## src/rtl/matrix_bus_pkg.sv

```systemverilog
// Shared encodings for the matrix subsystem bus arbiter.
// State, read-select and address window constants.
package matrix_bus_pkg;

  localparam logic ST_M0_OWN = 1'b0;
  localparam logic ST_M1_OWN = 1'b1;

  typedef enum logic {
    M0_OWN = ST_M0_OWN,
    M1_OWN = ST_M1_OWN
  } state_e;

  typedef logic [1:0] rsel_t;

  localparam rsel_t RSEL_NONE = 2'b00;
  localparam rsel_t RSEL_S0   = 2'b01;
  localparam rsel_t RSEL_S1   = 2'b10;

  localparam logic [7:0] S0_BASE = 8'h00;
  localparam logic [7:0] S1_BASE = 8'h20;

endpackage

```

## src/rtl/bus_addr_decoder.sv

```systemverilog
// Maps the top address bits of the bus owner onto slave selects.
// Output is ordered {S1_sel,S0_sel}, matching the read-select encoding.
module bus_addr_decoder
  import matrix_bus_pkg::*;
#(
  parameter logic [2:0] S0_WIN = 3'b000,
  parameter logic [2:0] S1_WIN = 3'b001
) (
  input  logic       en_i,
  input  logic [2:0] win_i,
  output rsel_t      sel_o
);

  assign sel_o[0] = en_i && (win_i == S0_WIN);
  assign sel_o[1] = en_i && (win_i == S1_WIN);

endmodule

```

## src/rtl/matrix_bus_arbiter.sv

```systemverilog
// Two-master, two-slave shared bus: arbiter with hold-limit preemption,
// address decode, write routing and one-cycle registered read return.
module matrix_bus_arbiter
  import matrix_bus_pkg::*;
#(
  parameter int         MAX_HOLD = 16,
  parameter logic [7:0] S0_BASE  = matrix_bus_pkg::S0_BASE,
  parameter logic [7:0] S1_BASE  = matrix_bus_pkg::S1_BASE
) (
  input  logic        clk,
  input  logic        reset_n,
  input  logic        M0_req,
  input  logic        M0_wr,
  input  logic [7:0]  M0_address,
  input  logic [31:0] M0_dout,
  input  logic        M1_req,
  input  logic        M1_wr,
  input  logic [7:0]  M1_address,
  input  logic [31:0] M1_dout,
  output logic        M0_grant,
  output logic        M1_grant,
  output logic [31:0] M_din,
  output logic        S0_sel,
  output logic        S1_sel,
  output logic        S_wr,
  output logic [7:0]  S_address,
  output logic [31:0] S_din,
  input  logic [31:0] S0_dout,
  input  logic [31:0] S1_dout
);

  localparam int CW = (MAX_HOLD > 2) ? $clog2(MAX_HOLD) : 1;
  localparam int HL = (MAX_HOLD > 0) ? MAX_HOLD - 1 : 0;
  localparam logic [CW-1:0] HOLD_LAST = CW'(HL);

  state_e        state_q, state_d;
  logic [CW-1:0] hold_q, hold_d;
  rsel_t         rsel_q, rsel_d;

  logic  owner_req;
  logic  owner_wr;
  logic  other_req;
  logic  preempt;
  rsel_t sel;

  always_comb begin
    owner_req = M0_req;
    owner_wr  = M0_wr;
    other_req = M1_req;
    S_address = M0_address;
    S_din     = M0_dout;
    if (state_q == M1_OWN) begin
      owner_req = M1_req;
      owner_wr  = M1_wr;
      other_req = M0_req;
      S_address = M1_address;
      S_din     = M1_dout;
    end
  end

  assign preempt = (MAX_HOLD != 0) && owner_req && other_req &&
                   (hold_q == HOLD_LAST);

  always_comb begin
    state_d = state_q;
    unique case (state_q)
      M0_OWN: if (M1_req && (!M0_req || preempt)) state_d = M1_OWN;
      M1_OWN: if (!M1_req || preempt)             state_d = M0_OWN;
      default: state_d = M0_OWN;
    endcase
  end

  // Counter only runs while the other master is actually waiting.
  always_comb begin
    hold_d = hold_q;
    if ((state_d != state_q) || !other_req)
      hold_d = '0;
    else if ((MAX_HOLD != 0) && (hold_q != HOLD_LAST))
      hold_d = hold_q + 1'b1;
  end

  bus_addr_decoder #(
    .S0_WIN(S0_BASE[7:5]),
    .S1_WIN(S1_BASE[7:5])
  ) u_dec (
    .en_i (owner_req),
    .win_i(S_address[7:5]),
    .sel_o(sel)
  );

  assign M0_grant = (state_q == M0_OWN);
  assign M1_grant = (state_q == M1_OWN);
  assign S0_sel   = sel[0];
  assign S1_sel   = sel[1];
  assign S_wr     = owner_wr && owner_req;

  assign rsel_d = S_wr ? RSEL_NONE : sel;

  always_comb begin
    M_din = 32'h0;
    if (rsel_q == RSEL_S0)
      M_din = S0_dout;
    else if (rsel_q == RSEL_S1)
      M_din = S1_dout;
  end

  always_ff @(posedge clk) begin
    if (!reset_n) begin
      state_q <= M0_OWN;
      hold_q  <= '0;
      rsel_q  <= RSEL_NONE;
    end else begin
      state_q <= state_d;
      hold_q  <= hold_d;
      rsel_q  <= rsel_d;
    end
  end

endmodule

```

## config.mk

```make
export PLATFORM = sky130hd
export DESIGN_NAME = matrix_bus_arbiter
export DESIGN_NICKNAME = d
export VERILOG_FILES = /design/src/rtl/matrix_bus_pkg.sv /design/src/rtl/bus_addr_decoder.sv /design/src/rtl/matrix_bus_arbiter.sv
export SDC_FILE = /design/constraint.sdc
export NUM_CORES = 1
export LEC_CHECK = 0
export BUFFER_PORTS_ARGS = -buffer_cell sky130_fd_sc_hd__buf_2
export CORE_AREA = 2 2 89 91
export CTS_BUF_LIST = sky130_fd_sc_hd__clkbuf_8
export DETAILED_ROUTE_END_ITERATION = 16
export DIE_AREA = 0 0 91 93
export SLEW_MARGIN = 10
export SYNTH_ARGS = -nofsm -noshare
export SYNTH_HDL_FRONTEND = slang
export SYNTH_SLANG_ARGS = --single-unit
```

## constraint.sdc

```tcl
create_clock -name clk -period 1.3 [get_ports clk]
set_input_delay 0.195 -clock clk [delete_from_list [all_inputs] [get_ports clk]]
set_output_delay 0.195 -clock clk [all_outputs]
set_load 0.01 [all_outputs]
```

==> results.json <==
{
  "grt-ovfl-total": 0,
  "numCtsBuffers": 3,
  "syn-num-nets": 274,
  "grt_pass1_vias": 2045,
  "syn_area_mm2": 0.00117,
  "critPathCapture": "S_din[1]",
  "num_vias": 2042,
  "slowest_stage": "dfxtp_4",
  "io_pins": 227,
  "critPathMaxStageDelay_ns": 0.38,
  "skew_ns": 0.00354,
  "num_rows": 32,
  "critPathLaunch": "M1_grant$_SDFF_PN0_",
  "max_slew_margin_pct": 83.7,
  "crit_path_end_kind": "output port",
  "antenna_found_initial": 0,
  "fin_nets": 520,
  "syn_to_final_growth_pct": 154,
  "timing.fmax_mhz": 651,
  "grt_max_degree": 26,
  "hpwl_um": 4830,
  "initial_core_util_pct": 15.6,
  "r2r_start": "M1_grant$_SDFF_PN0_",
  "worstPathMaxFanout": 6,
  "cp.required_ns": 1.11,
  "port_buffers": 226,
  "violations": "negative setup slack",
  "worstHoldStart": "M0_req",
  "synth_area_per_cell_um2": 9.55,
  "fin_crit_ns": 1.54,
  "crit_type": "flip-flop to output port",
  "antenna_left": 0,
  "ys_seq_area_share_pct": 11.9,
  "worst_pin_slew_ns": 0.244,
  "drc": 0,
  "vdd_ir_drop_max_mv": 0.300,
  "cts_htree_levels": 1,
  "crit_chain": "buf_4, clkbuf_16, mux2_2, buf_2",
  "power_density_mw_per_mm2": 434,
  "setup_viol": 76,
  "tns_ns": -12.86,
  "core_area_mm2": 0.00753,
  "finalCritPeriodShare_pct": 118,
  "reg2regPathDepth": 5,
  "critPathLaunchType": "flip-flop",
  "rsz0062_at_grt": "true",
  "vias_per_cell": 4.34,
  "diodes": 0,
  "postCtsHoldBufs": 0,
  "ys_warn_count": 0,
  "ys_types": 22,
  "drive_gt1_share_pct": 83.4,
  "grt_pass1_wl_um": 9290,
  "r2r_setup_slack_ns": 0.04,
  "cts_max_path_buffers": 2,
  "final_cell_mix": "208 x buf_2, 32 x a22o_1, 21 x buf_6, 20 x mux2_2, 19 x mux2_4",
  "drt_iter0_drc": 27,
  "clk_pin_slew_ns": 0.04,
  "hold-worst-slack_ns": 0.213,
  "status": "finished with violations",
  "track_usage_pct": 13.3,
  "die_area_mm2": 0.00846,
  "die_w_um": 91,
  "gp_congestion": 0.743,
  "total_power_mw": 1.29,
  "arrival_ns": 1.34,
  "maxSlewViolCount": 0,
  "r2r-end": "rsel_q[1]$_SDFF_PP0_",
  "wl_per_cell_um": 14.0,
  "netlist_instances": 123,
  "drv_cap": 0,
  "setup_ws_ns": -0.236,
  "cts.sinks": 7,
  "first_pass_iters": 4,
  "pre_cts_slack_ns": -0.642,
  "final_hold_viol_count": 0,
  "cts_root_buf": "clkbuf_8",
  "die_h_um": 93,
  "leakagePower_nw": 1.66,
  "clock_latency_ns": 0.22,
  "layout_commonest_cell": "buf_2",
  "synth-seq-cells": 7,
  "cts_tree": "yes",
  "wl_um": 6600,
  "min_path_type": "input port to flip-flop"
}
## synth_stat cells (all sizes together)
| cell type | n | area (µm²) |
|---|---|---|
| ha | 1 | 12.5 |
| nor4b | 1 | 23.8 |
| buf | 13 | 108 |
| mux2i | 1 | 10.0 |
| xnor2 | 2 | 17.5 |
| and4bb | 1 | 12.5 |
| xor2 | 1 | 8.76 |
| nor3b | 1 | 7.51 |
| nor2b | 2 | 12.5 |
| o211ai | 1 | 12.5 |
| mux2 | 39 | 439 |
| nand3 | 3 | 15.0 |
| inv | 3 | 11.3 |
| nand2 | 4 | 15.0 |
| a22o | 32 | 280 |
| nand3b | 1 | 7.51 |
| a21oi | 1 | 5.00 |
| nand4 | 1 | 6.26 |
| dfxtp | 7 | 140 |
| nor2 | 8 | 30.0 |
## final cells by class
type	count	area, µm²
inverter	3	11.3
clock inverter	1	3.75
tap	102	128
timing repair buffer	253	1610
fill	764	4540
clock buffer	3	41.3
sequential	7	149
multi-input combinational	101	1040
## sequential cells by signal, indices dropped and copies added, names as in the netlist
signal	count
M1_grant	1
hold_q	4
rsel_q	2
## worst max-delay path, delay by kind of cell (launching register included)
kind	cells	cell delay [ns]
buf+inv	3	0.42
flops	1	0.38
mux	1	0.33
## where the power goes
group          switching [mW]  total (mW)  internal (mW)  leakage (nW)
sequential            0.00556       0.223          0.218        0.0587
combinational           0.294       0.783          0.489          1.57
clock                  0.0855       0.289          0.203        0.0269
total                   0.385        1.29          0.910          1.66
## routing by layer
metal	global-route usage (%)	share of wire [%]	routed length, µm
met3	3.46	11	693
met2	27.6	53	3520
met1	13.4	36	2390
met4	1.64	0	0
met5	0	0	0
## kinds of logic after synthesis
| kind of cell | synth area share, % |
|---|---|
| DFF | 11.9 |
| AOI/OAI and AO/OA | 25.3 |
| xor gates and xnor gates | 2.24 |
| buffers and inverters | 10.1 |
| and+or+nand+nor | 11.1 |
| adders and majority gates | 1.06 |
| muxes | 38.2 |
## worst min-delay path by stage
stage / endpoint / slack, ns / cells past startpoint
5_1_grt: rsel_q[0]$_SDFF_PP0_ / 0.24 / 3
4_1_cts: M1_grant$_SDFF_PN0_ / 0.21 / 2
3_3_place_gp: hold_q[0]$_SDFFE_PP0N_ / 0.43 / 1
6_report: M1_grant$_SDFF_PN0_ / 0.21 / 2
2_1_floorplan: M1_grant$_SDFF_PN0_ / 0.28 / 1
3_5_place_dp: hold_q[0]$_SDFFE_PP0N_ / 0.44 / 1
## stage by stage
stage                     cells  area (µm²)  utilization, %
after floorplan             123        1170               -
after global placement      444        2410            32.1
after detailed placement    444        2410            32.1
after CTS                   465        2860            38.0
after global routing        470        2980            39.6
final                       470        2980            39.6
## what timing repair did
item,in CTS,in global routing
buffers inserted,13,4
gates resized for setup,42,13
hold endpoints to repair,0,0
gates cloned,4,2
setup endpoints to repair,74,76
pin swaps,4,2
No activity file was read; power rests on OpenSTA's default activity.
